$ cat src/rtl/fifo_sync_rd_stream.sv
// fifo_sync_rd_stream: drains the fifo_sync read port into a valid/ready stream
// through a 2-entry skid buffer, with synchronous flush and a delivered-word counter.
module fifo_sync_rd_stream #(
  parameter int DATA_WIDTH = 32,
  parameter int CNT_WIDTH  = 16
) (
  input  logic                  i_clk,
  input  logic                  i_rst,
  input  logic                  i_fifo_empty,
  output logic                  o_fifo_rd,
  input  logic [DATA_WIDTH-1:0] i_fifo_data,
  output logic                  o_valid,
  input  logic                  i_ready,
  output logic [DATA_WIDTH-1:0] o_data,
  input  logic                  i_flush,
  output logic [CNT_WIDTH-1:0]  o_count,
  output logic                  o_busy
);

  logic [1:0]            occ_r;
  logic [1:0]            occ_next_s;
  logic                  inflight_r;
  logic                  inflight_next_s;
  logic [DATA_WIDTH-1:0] head_r;
  logic [DATA_WIDTH-1:0] head_next_s;
  logic [DATA_WIDTH-1:0] tail_r;
  logic [DATA_WIDTH-1:0] tail_next_s;
  logic [CNT_WIDTH-1:0]  count_r;
  logic [CNT_WIDTH-1:0]  count_next_s;
  logic                  valid_r;
  logic                  valid_next_s;
  logic                  busy_r;
  logic                  busy_next_s;
  logic                  pop_s;
  logic                  rd_s;
  logic [2:0]            level_s;

  // Read issue looks at this cycle's pop so a draining buffer refills without a bubble.
  always_comb begin
    pop_s   = valid_r & i_ready;
    level_s = {1'b0, occ_r} + {2'b00, inflight_r} - {2'b00, pop_s};
    rd_s    = ~i_rst & ~i_fifo_empty & ~i_flush & (level_s < 3'd2);
  end

  // Skid-buffer next state: head/tail shuffle, flush discard and handshake counter.
  always_comb begin
    occ_next_s      = occ_r;
    inflight_next_s = rd_s;
    head_next_s     = head_r;
    tail_next_s     = tail_r;
    if (pop_s) begin
      count_next_s = count_r + {{(CNT_WIDTH-1){1'b0}}, 1'b1};
    end else begin
      count_next_s = count_r;
    end
    if (i_flush) begin
      occ_next_s      = 2'd0;
      inflight_next_s = 1'b0;
    end else begin
      case ({inflight_r, pop_s})
        2'b01: begin
          occ_next_s = occ_r - 2'd1;
          // With a single entry the head is left alone so o_data holds the last word.
          if (occ_r == 2'd2) begin
            head_next_s = tail_r;
          end else begin
            head_next_s = head_r;
          end
        end
        2'b10: begin
          occ_next_s = occ_r + 2'd1;
          if (occ_r == 2'd0) begin
            head_next_s = i_fifo_data;
          end else begin
            tail_next_s = i_fifo_data;
          end
        end
        2'b11: begin
          if (occ_r == 2'd2) begin
            head_next_s = tail_r;
            tail_next_s = i_fifo_data;
          end else begin
            head_next_s = i_fifo_data;
          end
        end
        default: begin
          occ_next_s = occ_r;
        end
      endcase
    end
    valid_next_s = (occ_next_s != 2'd0);
    busy_next_s  = valid_next_s | inflight_next_s;
  end

  // State registers with asynchronous reset.
  always_ff @(posedge i_clk or posedge i_rst) begin
    if (i_rst) begin
      occ_r      <= 2'd0;
      inflight_r <= 1'b0;
      head_r     <= {DATA_WIDTH{1'b0}};
      tail_r     <= {DATA_WIDTH{1'b0}};
      count_r    <= {CNT_WIDTH{1'b0}};
      valid_r    <= 1'b0;
      busy_r     <= 1'b0;
    end else begin
      occ_r      <= occ_next_s;
      inflight_r <= inflight_next_s;
      head_r     <= head_next_s;
      tail_r     <= tail_next_s;
      count_r    <= count_next_s;
      valid_r    <= valid_next_s;
      busy_r     <= busy_next_s;
    end
  end

  assign o_fifo_rd = rd_s;
  assign o_valid   = valid_r;
  assign o_data    = head_r;
  assign o_count   = count_r;
  assign o_busy    = busy_r;

endmodule

$ cat config.mk
export PLATFORM = sky130hd
export DESIGN_NAME = fifo_sync_rd_stream
export DESIGN_NICKNAME = d
export VERILOG_FILES = /design/src/rtl/fifo_sync_rd_stream.sv
export SDC_FILE = /design/constraint.sdc
export NUM_CORES = 1
export LEC_CHECK = 0
export CELL_PAD_IN_SITES_DETAIL_PLACEMENT = 0
export CELL_PAD_IN_SITES_GLOBAL_PLACEMENT = 1
export CORE_UTILIZATION = 30
export CTS_BUF_LIST = sky130_fd_sc_hd__clkbuf_8
export CTS_CLUSTER_DIAMETER = 100
export DETAILED_ROUTE_END_ITERATION = 10
export PLACE_DENSITY_LB_ADDON = 0.15
export SLEW_MARGIN = 10
export SYNTH_ARGS = -nofsm -noshare
export SYNTH_HDL_FRONTEND = slang
export SYNTH_SLANG_ARGS = --single-unit
export TNS_END_PERCENT = 30
$ cat constraint.sdc
create_clock -name i_clk -period 4.01 [get_ports i_clk]
set_clock_uncertainty 0.05 [all_clocks]
set_input_delay 0.802 -clock i_clk [delete_from_list [all_inputs] [get_ports i_clk]]
set_output_delay 0.802 -clock i_clk [all_outputs]
set_load 0.005 [all_outputs]
; ---- Word-level counts from Yosys, hierarchy flattened
; Index checks and enable logic that the tools add are counted.
[word_totals]
reg_bits = 85
inputBits = 37
[op_classes]
reduce_logical = 6
n_bitwise = 8
eq_ne = 8
n_lt_le_gt_ge = 1
n_addsub = 5
mux = 10
[ops]
columns = operator, n
row1 = $mux 32, 5
row2 = $pmux 32 s3, 1
row3 = $pmux 32 s2, 1
row4 = $add 16x1->16 const B, 1
row5 = $ne 2x2->1 const B, 4
row6 = $reduce_and 4->1, 2
row7 = $eq 2x2->1 const B, 3
row8 = $and 1x1->1, 4
row9 = $pmux 2 s2, 1
row10 = $reduce_bool 2->1, 2
row11 = $add 2x1->3, 1
row12 = $lt 3x2->1 const B, 1
row13 = $not 1->1, 3
row14 = $reduce_bool 3->1, 1
row15 = $sub 3x1->3, 1
row16 = $add 2x1->2 const B, 1
row17 = $eq 2x1->1 const B, 1
row18 = $logic_not 2->1, 1
row19 = $mux 2, 1
row20 = $sub 2x1->2 const B, 1
row21 = $mux 1, 1
row22 = $or 1x1->1, 1

; ---- Logic depth before layout (Yosys ltp)
; Gate-level depths: netlist of run 1.
[logic_depth]
depth_word = 6
mapped_depth = 8

; ---- Worst setup path before layout of run 1
; OpenSTA, ideal clock, no wires.
[synth_path]
path_type = input to output
startpoint = in i_rst
endpoint = out o_fifo_rd
required_time_ns = 3.158
arrival_time_ns = 3.053
cell_stages = 2
path_buffers = 0
slack_ns = 0.105
cell_sequence = inv_1 and4_1
[synth_via]
elab_chain_cells = 4
[synth_lines]
columns = element, line
row1 = "start, declared", 8  ; input logic i_rst,
row2 = $not 1->1, 42  ; rd_s = ~i_rst & ~i_fifo_empty & ~i_flush & (level_s < 3'd2);
row3 = $and 1x1->1 (3 in a row), 42
row4 = "end, declared", 10  ; output logic o_fifo_rd,
; No other way between the ends.

; ---- Worst setup path in the final report of run 1
[layout_path]
startpoint = in i_ready
endpoint = out o_fifo_rd
[layout_via]
elab_chain_cells = 4
[layout_lines]
columns = element, line
row1 = "start, declared", 13  ; input logic i_ready,
row2 = $and 1x1->1, 40  ; pop_s = valid_r & i_ready;
row3 = $sub 3x1->3, 41  ; level_s = {1'b0, occ_r} + {2'b00, inflight_r} - {2'b00, pop_s};
row4 = $lt 3x2->1, 42
row5 = $and 1x1->1, 42
; No other way between the ends.

==> run_results.csv, run 1 <==
group,metric,value,unit
yosys,synth-main-ff-cell,"dfrtp_1",
finish,diodes,0,
timing,slew_headroom,0.5022,
timing,hold_viol,0,
setup_path,critPathRequiredTime,3.16,ns
floorplanning,core_area,0.01216,mm^2
job,max-cap-violations,0,
yosys,synthCells,269,
min_path,min_path_type,"reg -> reg",
global_route,grt_overflow,0,
timing,final-setup-viol-count,0,
finish,nFillCells,1190,
global_route,grt_max_degree,60,
clock_network,clk_latency,0.36,ns
timing,grt_setup_unrepaired,"false",
timing,final_max_slew_viol_count,0,
pwr,p_clk_frac,0.185,
clock_network,htree_levels,3,
floorplanning,ios,88,
detailed_routing,wl_per_cell,15.11,um
global_route,grt_pass1_vias,2544,
floorplanning,die_h,114.5,um
finish,nets,409,
setup_path,critPathMaxFanout,2,
clock_network,numCtsBuffers,9,
setup_path,worstPathCellList,"clkdlybuf4s50_1, nand2_2, ha_4, ha_1, inv_1, fa_2, and4_1, clkdlybuf4s50_1",
detailed_routing,vias,2469,
yosys,synth_edf_count,0,
timing,final.min_clock_period,3.906,ns
setup_path,r2r_slack,1.63,ns
clock_network,post-cts-setup-buffers,0,
pwr,power.density,635.0,mW/mm^2
run_status,status,"finished clean",
yosys,synth.distinct_cells,29,
placed_design,io_buffers,87,
timing,tightest_slew,0.7411,ns
setup_path,crit_slowest_cell,"fa_2",
timing,setup-tns-final,0,ns
global_route,grt_antenna_before_repair,0,
setup_path,critPathKind,"in -> out",
yosys,synthArstFlopShare,1.000,
placed_design,dpl.hpwl,5292,um
setup_path,end_kind,"output port",
yosys,syn-cell-area,0.003800,mm^2
clock_network,cts.sinks,85,
clock_network,cts_tree,"built",
detailed_routing,drtAntennaViolNets,0,
floorplanning,die_x,114.5,um
finish,final_layout_size_suffix_gt1_frac,0.2629,
pwr,p_leak,0.002245,uW
timing,setup_ws,0.1041,ns
yosys,syn-num-nets,314,
global_route,grt.total_usage,0.1385,
floorplanning,die_area,0.01312,mm^2
floorplanning,rows,40,
placed_design,gp_congestion,0.7120,
pwr,pwr-share-seq,0.433,
yosys,ys_warn_count,0,
pwr,p_switching,891.2,uW
clock_network,clk_path_buf_depth,2,
detailed_routing,drt-total-wl,8115,um
yosys,ys_seq_elements,85,
timing,fin_crit_sh,0.9740,
setup_path,crit_path_max_incr_delay,0.52,ns
timing,clock.fmax,256.0,MHz
yosys,ys_seq_area_frac,0.5598,
pwr,ir_drop,0.2103,mV
floorplanning,start_util,0.3124,
placed_design,dp_slack,0.0004921,ns
finish,syn_to_final_growth,34.74,%
pwr,power_frac_comb,0.382,
yosys,avgSynthCellArea,14.13,um^2
detailed_routing,drt_iter0_drc,84,
detailed_routing,drt_first_pass_iters,4,
clock_network,root_buffer,"clkbuf_8",
setup_path,path_common_cell,"clkdlybuf4s50_1",
global_route,grt_pass1_wl,13610,um
detailed_routing,drc,0,
setup_path,cp-start-kind,"input pin",
clock_network,clk_pin_slew_worst_paths,0.08,ns
pwr,p_int,2360,uW
setup_path,cp.arrival,3.05,ns
detailed_routing,drt-vias-per-instance,4.598,
pwr,swShare,0.2741,
## final cells by class
type,count,area [um^2],area share
Clock inverter,6,55.05,0.01075
Inverter,6,23.77,0.004643
Sequential cell,85,2127,0.4154
Timing Repair Buffer,96,963.4,0.1882
Multi-Input combinational cell,166,1603,0.3131
Clock buffer,10,137.6,0.02688
Tap cell,168,210.2,0.04106
## power by group through the flow
stage          combinational, uW  clock, uW  sequential [uW]
3_5_place_dp                1250          0             1430
5_1_grt                     1360        673             1460
3_3_place_gp                1230          0             1420
6_report                    1240        603             1410
2_1_floorplan                709          0             1400
4_1_cts                     1260        633             1410
## path summary, 6_finish.rpt
| kind | startpoint | to | cells after the start |
|---|---|---|---|
| worst max register to register | o_valid$_DFF_PP0_ | o_data[31]$_DFFE_PP0P_ | 9 |
| worst min-delay path | o_count[15]$_DFFE_PP0P_ | o_count[15]$_DFFE_PP0P_ | 1 |
| min in group asynchronous | i_rst | occ_r[1]$_DFF_PP0_ | 3 |
| worst min register to register | o_count[15]$_DFFE_PP0P_ | o_count[15]$_DFFE_PP0P_ | 1 |
| worst max-delay path | i_ready | o_fifo_rd | 8 |
| max in group asynchronous | i_rst | o_count[6]$_DFFE_PP0P_ | 4 |
## cells by family (layout without fill, tap and decap cells)
kind of cell | Yosys count | count (layout) | share of synthesized area
flip-flops | 85 | 85 | 0.5598
multiplexers | 66 | 66 | 0.2051
XOR/XNOR | 17 | 17 | 0.03919
AO/OA/AOI/OAI | 38 | 38 | 0.08561
AND/OR/NAND/NOR | 37 | 37 | 0.05334
adder cells (fa/ha/maj) | 8 | 8 | 0.02832
buffers and inverters | 18 | 118 | 0.02865
## placed cells by master (no fill, tap or decap), drive strengths merged, types with 7 or more instances in the layout
master | Yosys | routed
clkdlybuf4s50 | 0 | 87
dfrtp | 85 | 85
mux2 | 65 | 65
a22o | 32 | 32
xnor2 | 15 | 15
clkbuf | 0 | 10
buf | 12 | 9
nor2 | 7 | 7
inv | 6 | 7
ha | 7 | 7
## sequential cells by signal, summed over array words and instances, names as in the netlist
register and flops:
o_count 16, occ_r 2, tail_r 32, inflight_r 1, o_busy 1, o_data 32, o_valid 1
## per-stage QoR
| step | hold WS, ns | cell area (um^2) | util | power (uW) | std cells |
|---|---|---|---|---|---|
| 2_1_floorplan | 0.4183 | 3800 | - | 2109 | 269 |
| 3_3_place_gp | 0.4197 | 4902 | 0.4031 | 2649 | 521 |
| 3_5_place_dp | 0.4148 | 4902 | 0.4031 | 2672 | 521 |
| 4_1_cts | 0.4341 | 5110 | 0.4202 | 3301 | 537 |
| 5_1_grt | 0.4494 | 5120 | 0.4210 | 3488 | 537 |
| 6_report | 0.4228 | 5120 | 0.4210 | 3251 | 537 |
## metal layers
metal | GRT usage | vias up | share of wire
li1 | - | 1155 | -
met1 | 0.1814 | 1240 | 0.48
met2 | 0.2065 | 64 | 0.44
met3 | 0.05506 | 10 | 0.066
met4 | 0.04935 | 0 | 0.014
met5 | 0 | - | 0
## synth_stat cells (all sizes together), types with 3 or more instances
cell / instances / share of area
nor2b: 3 / 0.0049
nand2: 6 / 0.0059
nor2: 7 / 0.0069
a22o: 32 / 0.074
mux2: 65 / 0.20
inv: 6 / 0.0059
ha: 7 / 0.023
buf: 12 / 0.023
xnor2: 15 / 0.035
dfrtp: 85 / 0.56
nor3: 3 / 0.0040
nand4: 5 / 0.0082
nand3: 6 / 0.0079
## worst max-delay path: cells and delay by family
family | cells | cell delay (ns)
buffers and inverters | 3 | 1.05
adders and majority gates | 3 | 0.92
and+or+nand+nor | 2 | 0.27
## repair_timing
action                                  CTS  global route
hold endpoints to repair                  0             0
hold buffers                              0             0
resized for setup                         2             2
endpoints found under the setup margin    1             1
pin swaps                                 1             2
Power figures use the tool's default switching activity.
==> inputs of run 2 (changes only) <==
CORE_UTILIZATION = 42   (was 30)
clock period = 3.9 ns   (was 4.01 ns; I/O delays follow)
==> run_results.csv, run 2 (synthesized netlist as in run 1, its figures left out) <==
group,metric,value,unit
setup_path,r2r-end,"o_data[17]$_DFFE_PP0P_",
timing,slew_headroom,0.2650,
clock_network,htree_levels,3,
clock_network,numCtsBuffers,9,
global_route,grt_pass1_wl,13150,um
detailed_routing,vias,2464,
setup_path,critPathMaxFanout,2,
global_route,grt_antenna_before_repair,0,
clock_network,clk_pin_slew_worst_paths,0.08,ns
min_path,min_path_type,"reg -> reg",
placed_design,dp_cells,461,
finish,diodes,0,
floorplanning,die_x,97.12,um
floorplanning,ios,88,
floorplanning,die_area,0.009431,mm^2
min_path,worstHoldStart,"o_count[15]$_DFFE_PP0P_",
timing,final.min_clock_period,3.627,ns
floorplanning,rows,34,
detailed_routing,drt-total-wl,7653,um
detailed_routing,drc,0,
setup_path,critPathRequiredTime,3.07,ns
global_route,grt.total_usage,0.1764,
timing,final-setup-viol-count,0,
setup_path,ff2ff_path_depth,8,
job,max-cap-violations,0,
global_route,grt_pass1_vias,2627,
finish,final_layout_size_suffix_gt1_frac,0.2629,
detailed_routing,drtAntennaViolNets,0,
finish,final_area,0.005036,mm^2
setup_path,end_kind,"output port",
clock_network,cts_tree,"built",
pwr,power.density,664.3,mW/mm^2
placed_design,dpl.hpwl,5064,um
finish,final_common_cell,"clkdlybuf4s50_1",
timing,tightest_slew,1.079,ns
floorplanning,core_area,0.008721,mm^2
pwr,ir_drop,0.2657,mV
clock_network,clk_path_buf_depth,2,
timing,hold_viol,0,
placed_design,gp_congestion,0.7491,
setup_path,cp-start-kind,"input pin",
clock_network,root_buffer,"clkbuf_8",
finish,syn_to_final_growth,32.53,%
setup_path,r2r_slack,1.39,ns
detailed_routing,drt_iter0_drc,58,
floorplanning,start_util,0.4357,
finish,nets,409,
clock_network,clk_latency,0.34,ns
floorplanning,die_h,97.12,um
global_route,grt_overflow,0,
detailed_routing,wl_per_cell,16.04,um
detailed_routing,drt_first_pass_iters,4,
finish,final_cells,477,
placed_design,io_buffers,87,
clock_network,post-cts-setup-buffers,0,
timing,final_max_slew_viol_count,0,
detailed_routing,drt-vias-per-instance,5.166,
min_path,hold_path_depth,1,
clock_network,postCtsHoldBufs,0,
setup_path,cp.arrival,2.80,ns
timing,grt_setup_unrepaired,"false",
clock_network,cts.sinks,85,
timing,clock.fmax,275.7,MHz
finish,final_cell_mix,"clkdlybuf4s50_1, dfrtp_1, mux2_2",
placed_design,placed_cell_area,0.004815,mm^2
clock_network,post_cts_resized,3,
global_route,grt_max_degree,46,
min_path,whs_endpoint,"o_count[15]$_DFFE_PP0P_",
setup_path,critPathKind,"in -> out",
pwr,p_leak,0.002232,uW
timing,setup-tns-final,0,ns
run_status,status,"finished clean",
pwr,power,3346,uW
timing,fin_crit_sh,0.9300,
setup_path,r2r_start,"o_valid$_DFF_PP0_",
run 2: cell types whose count changed in the layout (fill, tap and decap cells not counted):
cell | previous run | this run
clkinvlp_4 | 1 | 3
fa_1 | 0 | 1
dlygate4sd2_1 | 0 | 1
clkinv_4 | 0 | 1
inv_1 | 7 | 5
xnor2_1 | 14 | 15
clkdlybuf4s50_1 | 87 | 86
xnor2_2 | 1 | 0
clkinv_2 | 3 | 1
buf_12 | 2 | 1
buf_4 | 7 | 8
fa_2 | 1 | 0
inv_6 | 0 | 1
run 2: cell type report:
class | instances | area (um^2)
Fill cell | 738 | 3685
Sequential cell | 85 | 2127
Multi-Input combinational cell | 166 | 1593
Timing Repair Buffer | 96 | 949.7
Clock buffer | 10 | 137.6
Tap cell | 108 | 135.1
Clock inverter | 6 | 70.07
Inverter | 6 | 23.77
run 2: stage by stage:
step,setup slack (ns),util,hold slack (ns)
after CTS,0.2567,0.5775,0.4369
after floorplan,0.03895,-,0.4183
after global routing,0.1454,0.5775,0.4598
final,0.2732,0.5775,0.4362
after global placement,0.02059,0.5521,0.4160
after detailed placement,-0.03857,0.5521,0.4172
run 2: worst max-delay path, cell delays in order:
cell and delay (ns):
clkdlybuf4s50_1 0.49, nand2_2 0.08, ha_4 0.27, ha_1 0.13, inv_1 0.05, fa_1 0.37, xnor2_1 0.18, and4_1 0.20
dlygate4sd2_1 0.24
run 2: metal layers:
| metal | share of wire | routed length, um | global-route usage |
|---|---|---|---|
| met5 | 0 | 0 | 0 |
| met4 | 0.015 | 116 | 0.06889 |
| met3 | 0.059 | 450 | 0.04532 |
| met2 | 0.47 | 3574 | 0.2828 |
| met1 | 0.46 | 3511 | 0.2293 |
run 2: worst max path at each step:
| stage | slack [ns] | cells after the start | end | startpoint |
|---|---|---|---|---|
| floorplan | 0.04 | 2 | o_fifo_rd | i_rst |
| global placement | 0.02 | 9 | o_fifo_rd | i_ready |
| detailed placement | -0.04 | 9 | o_fifo_rd | i_ready |
| CTS | 0.26 | 9 | o_fifo_rd | i_ready |
| global route | 0.15 | 9 | o_fifo_rd | i_ready |
| finish | 0.27 | 9 | o_fifo_rd | i_ready |
run 2: power breakdown:
part / internal, uW / leakage (uW) / total, uW / switching [uW]
Clock: 317 / 0.0000951 / 634 / 318
Combinational: 869 / 0.00107 / 1270 / 399
Sequential: 1240 / 0.00107 / 1440 / 205
Total: 2420 / 0.00223 / 3350 / 922
==> inputs of run 3 (changes only) <==
TNS_END_PERCENT = not set   (was 30)
==> results of run 3 <==
Final layout, timing and power as in run 2 (identical DEF).
